--- src/rtl/prog_timer_pkg.sv ---
// Shared constants and state encoding for prog_timer.
package prog_timer_pkg;

   typedef enum logic {
      ST_RUN  = 1'b0,
      ST_HALT = 1'b1
   } state_t;

   localparam logic MODE_PERIODIC = 1'b0;
   localparam logic MODE_ONESHOT  = 1'b1;

   localparam int DEF_WIDTH       = 32;
   localparam int DEF_PERIOD      = 3;
   localparam int DEF_PRESC_WIDTH = 8;

endpackage

--- src/rtl/prog_timer_prescaler.sv ---
// Divides enabled cycles by (presc_value+1); tick fires on the last enabled cycle of each group.
module prog_timer_prescaler #(
   parameter int PRESC_WIDTH = 8
) (
   input  logic                   clk,
   input  logic                   async_nreset,
   input  logic                   clear,
   input  logic                   enable,
   input  logic [PRESC_WIDTH-1:0] presc_value,
   output logic                   tick
);

   logic [PRESC_WIDTH-1:0] presc_cnt;
   logic                   at_term;

   assign at_term = (presc_cnt == presc_value);
   assign tick    = enable && at_term;

   always_ff @(posedge clk or negedge async_nreset) begin
      if (!async_nreset) begin
         presc_cnt <= '0;
      end else if (clear) begin
         presc_cnt <= '0;
      end else if (enable) begin
         presc_cnt <= at_term ? '0 : presc_cnt + PRESC_WIDTH'(1);
      end
   end

endmodule

--- src/rtl/prog_timer.sv ---
// Programmable periodic / one-shot timer with Mealy trigger pulse.
// Optional prescaler on the count tick: define PROG_TIMER_PRESCALER_EN.
module prog_timer
   import prog_timer_pkg::*;
#(
   parameter int WIDTH          = DEF_WIDTH,
   parameter int DEFAULT_PERIOD = DEF_PERIOD,
   parameter int PRESC_WIDTH    = DEF_PRESC_WIDTH
) (
   input  logic                   clk,
   input  logic                   async_nreset,
   input  logic                   clear,
   input  logic                   enable,
   input  logic                   load,
   input  logic [WIDTH-1:0]       load_value,
   input  logic                   mode,
`ifdef PROG_TIMER_PRESCALER_EN
   input  logic [PRESC_WIDTH-1:0] presc_value,
`endif
   output logic                   trigger,
   output logic [WIDTH-1:0]       count,
   output logic                   busy
);

   if (WIDTH < 31 && (DEFAULT_PERIOD < 0 || DEFAULT_PERIOD >= (1 << WIDTH))) begin : g_bad_period
      $error("prog_timer: DEFAULT_PERIOD does not fit in WIDTH bits");
   end
   if (PRESC_WIDTH < 1) begin : g_bad_presc
      $error("prog_timer: PRESC_WIDTH must be at least 1");
   end

   state_t           state, state_nxt;
   logic [WIDTH-1:0] counter_reg, counter_nxt;
   logic [WIDTH-1:0] period_reg, period_nxt;
   logic             tick;

`ifdef PROG_TIMER_PRESCALER_EN
   prog_timer_prescaler #(
      .PRESC_WIDTH (PRESC_WIDTH)
   ) u_presc (
      .clk          (clk),
      .async_nreset (async_nreset),
      .clear        (clear | load),
      .enable       (enable),
      .presc_value  (presc_value),
      .tick         (tick)
   );
`else
   assign tick = enable;
`endif

   always_ff @(posedge clk or negedge async_nreset) begin
      if (!async_nreset) begin
         state       <= ST_RUN;
         counter_reg <= '0;
         period_reg  <= WIDTH'(DEFAULT_PERIOD);
      end else begin
         state       <= state_nxt;
         counter_reg <= counter_nxt;
         period_reg  <= period_nxt;
      end
   end

   // load outranks clear, which outranks the tick; both suppress the pulse.
   always_comb begin
      state_nxt   = state;
      counter_nxt = counter_reg;
      period_nxt  = period_reg;
      trigger     = 1'b0;
      if (load) begin
         period_nxt  = load_value;
         counter_nxt = '0;
         state_nxt   = ST_RUN;
      end else if (clear) begin
         counter_nxt = '0;
         state_nxt   = ST_RUN;
      end else begin
         case (state)
            ST_RUN: begin
               if (tick) begin
                  if (counter_reg == period_reg) begin
                     trigger     = 1'b1;
                     counter_nxt = '0;
                     if (mode == MODE_ONESHOT) state_nxt = ST_HALT;
                  end else begin
                     counter_nxt = counter_reg + WIDTH'(1);
                  end
               end
            end
            ST_HALT: counter_nxt = '0;
            default: state_nxt = ST_RUN;
         endcase
      end
   end

   assign count = counter_reg;
   assign busy  = (state == ST_RUN);

endmodule

--- config.mk ---
export PLATFORM = sky130hd
export DESIGN_NAME = prog_timer
export DESIGN_NICKNAME = d
export VERILOG_FILES = /design/src/rtl/prog_timer_pkg.sv /design/src/rtl/prog_timer_prescaler.sv /design/src/rtl/prog_timer.sv
export SDC_FILE = /design/constraint.sdc
export NUM_CORES = 1
export LEC_CHECK = 0
export ABC_AREA = 1
export CORE_MARGIN = 2
export CORE_UTILIZATION = 55
export DETAILED_ROUTE_END_ITERATION = 6
export GPL_ROUTABILITY_DRIVEN = 0
export PLACE_DENSITY = 0.81
export SETUP_SLACK_MARGIN = 0.05
export SLEW_MARGIN = 20
export SYNTH_ARGS = -nofsm -noshare
export SYNTH_HDL_FRONTEND = slang
export SYNTH_SLANG_ARGS = --single-unit
--- constraint.sdc ---
create_clock -name clk -period 4.4 [get_ports clk]
set_input_delay 0.44 -clock clk [delete_from_list [all_inputs] [get_ports clk]]
set_output_delay 0.44 -clock clk [all_outputs]
set_load 0.05 [all_outputs]
==> flow_summary_export.csv <==
group,metric,value,unit
placement,portBuffers,71,
setup_path,cp_max_fo,7,
timing,period_minus_slack,3.12,ns
timing,setup_tns,0,ns
finish,final_cells,657,
synth,ys_ff_latch,65,
placement,dpl_cell_area,4430,um2
die,die_height,85.8,um
clock_network,cts.sinks,65,
clock_network,cts_buffers,9,
synth,synth_flop_cell,"dfrtp_1",
placement,hpwl,6.77,mm
synth,synthDistinctLibCells,26,
grt,grt_pass1_vias,3500,
synth,ys_async_sr_fraction,100,%
finish,finish.instance_area,4660,um2
route,routedWlPerCell,14.5,um
clock_network,insertion_delay,0.35,ns
die,rows,29,
timing,worst_slew_pin_slew,0.816,ns
die,io_pins,72,
setup_path,critical_path.most_common_cell,"nand2_1",
timing,finalCritPeriodShare,70.8,%
finish,antenna_cells,0,
clock_network,cts_setup_buffers,0,
grt,antenna_found_initial,0,
setup_path,r2r_cells,9,
setup_path,crit_type,"register to primary output",
timing,fmax,321,MHz
min_path,hold_class,"primary input to asynchronous set/reset pin",
die,initial_core_util,57.3,%
grt,grt_use_total,28.2,%
die,die-area,7360,um2
setup_path,crit_path_top_delay_cell,"clkdlybuf4s50_1",
setup_path,end_kind,"primary output",
grt,gr-total-overflow,0,
finish,regArea,1630,um2
setup_path,cpPeakStageDelay,0.83,ns
synth,syn_area,3680,um2
outcome,outcome,"finished with violations",
timing,slew_headroom,45.6,%
timing,hold_viol_final,0,
synth,synth.area.top_cells,"dfrtp_1 43%, nand2_1 20%, xnor2_1 5.5%",
die,die_w,85.8,um
setup_path,start_kind,"register",
synth,yosysSeqAreaShare,44.3,%
synth,synth_top_area_share,42.8,%
power,p_per_area,293,nW/um2
route,firstDrtPassIters,7,
power,leakage,2.00,nW
finish,fin_util,72.5,%
setup_path,crit_cells,8,
route,num_vias,3531,
timing,skew,0.00805,ns
clock_network,cts_resized,0,
placement,post-place-cells,641,
clock_network,cts.clk_slew.worst_paths,0.07,ns
route,ant_nets,0,
synth,yosysMostFrequentCell,"nand2_1",
route,drtIter0Drc,352,
setup_path,cp.required,3.96,ns
synth,synth_cells,503,
grt,grt_pass1_wl,16.2,mm
synth,synthesis.nets,542,
finish,fillCellCount,535,
setup_path,crit_arrival,2.68,ns
synth,netlist_top_cells_count,"199 x nand2_1, 63 x dfrtp_1, 51 x nor2_1, 43 x inv_1, 23 x xnor2_1",
synth,postSynthAreaPerCell,7.32,um2
setup_path,critPathBufInv,1,
clock_network,cts_hold_buf,0,
setup_path,path_delay_family,"buffers and inverters",
finish,syn_to_final_growth,26.5,%
grt,grt_max_degree,66,
synth,yosysTopAreaCell,"dfrtp_1",
setup_path,path_cells,"xnor2_1 > nand2_1 > nor2_1 > nand2_1 > nor2_2 > nand2_2 > nor3_1 > clkdlybuf4s50_1",
clock_network,cts_buffer_depth,2,
route,route.detailed.drc,5,
power,peakVddDrop,0.261,mV
timing,finalMaxSlewViolations,0,
route,viasPerCell,5.37,
finish,multi_input_area,1810,um2
flow_run,maxCapViolCount,0,
synth,synth_edf_count,0,
timing,setup_slack,1.28,ns
die,fp.coreArea,6420,um2
route,drt-total-wl,9.51,mm
synth,ys_warn_count,0,
timing,rsz0062_at_grt,"false",
timing,setup_violations,0,
clock_network,cts_root_buf,"clkbuf_8",
finish,nets,614,
outcome,violations,"DRC",
placement,post-place-ws,1.47,ns
finish,drive_above_1_share,6.03,%
clock_network,htree_levels,3,
clock_network,cts_tree,"built",
## through the flow
stage               hold WS (ns)  total power (W)
floorplan                  0.144         0.000726
global placement           0.467         0.000786
detailed placement         0.466         0.000791
CTS                        0.277          0.00137
global route               0.347          0.00142
finish                     0.265          0.00137
## kinds of logic (layout without fill, tap and decap cells)
kind of cell             after synthesis  in the layout  share of synthesized area, %
AO/OA/AOI/OAI                         34             34                          5.40
flip-flops                            65             65                          44.3
XOR/XNOR                              39             39                          9.28
buffers and inverters                 58            135                          6.56
adder cells (fa/ha/maj)                1              1                         0.340
AND/OR/NAND/NOR                      306            306                          34.2
## path summary, 6_finish.rpt
path                                        to  slack [ns]     startpoint
max in group asynchronous            count[22]        3.60   async_nreset
worst min-delay path            period_reg[17]        0.26   async_nreset
worst max-delay path                   trigger        1.28       count[0]
worst max register to register       count[12]        2.19          state
worst min register to register   period_reg[0]        0.48  period_reg[0]
min in group clk                 period_reg[0]        0.48  period_reg[0]
## worst register-to-register path, cell delays in order, from the launching register on
cell	delay, ns
dfrtp_1	0.36
inv_1	0.10
nand3_2	0.12
nor2_1	0.60
inv_2	0.33
nand3_2	0.19
nor2_2	0.07
nand2_1	0.08
xor2_1	0.16
nor2_1	0.06
## final cells by class
class / count / share of cell area (%)
Clock buffer: 11 / 3.25
Sequential cell: 65 / 35.0
Multi-Input combinational cell: 380 / 38.9
Timing Repair Buffer: 73 / 15.5
Clock inverter: 5 / 1.67
Tap cell: 77 / 2.07
Inverter: 46 / 3.71
## per-layer routing
layer / track usage, % / part of all wire, %
met1: 37.9 / 44
met2: 44.7 / 47
met3: 5.29 / 6.5
met4: 12.4 / 2.8
met5: 0 / 0
## report_power, final
group	internal [W]	leakage (nW)	switching (W)	total [W]
clock network	0.000348	0.115	0.000238	0.000586
logic	0.0000631	1.03	0.0000724	0.000136
registers	0.000625	0.847	0.0000190	0.000644
total	0.00104	2.00	0.000330	0.00137
## layout by cell type (no fill, tap or decap), types with 3 or more instances in the layout
master,netlist,layout
clkbuf_8,0,11
clkdlybuf4s50_1,0,70
dfrtp_1,63,63
inv_1,43,43
inv_2,3,3
nand2_1,199,199
nand3_1,21,21
nand4_1,7,7
nor2_1,51,51
nor2_2,4,4
nor3_1,17,17
o21ai_0,19,19
o22ai_1,12,12
xnor2_1,23,23
xor2_1,16,16
No activity file was read; power rests on OpenSTA's default activity.
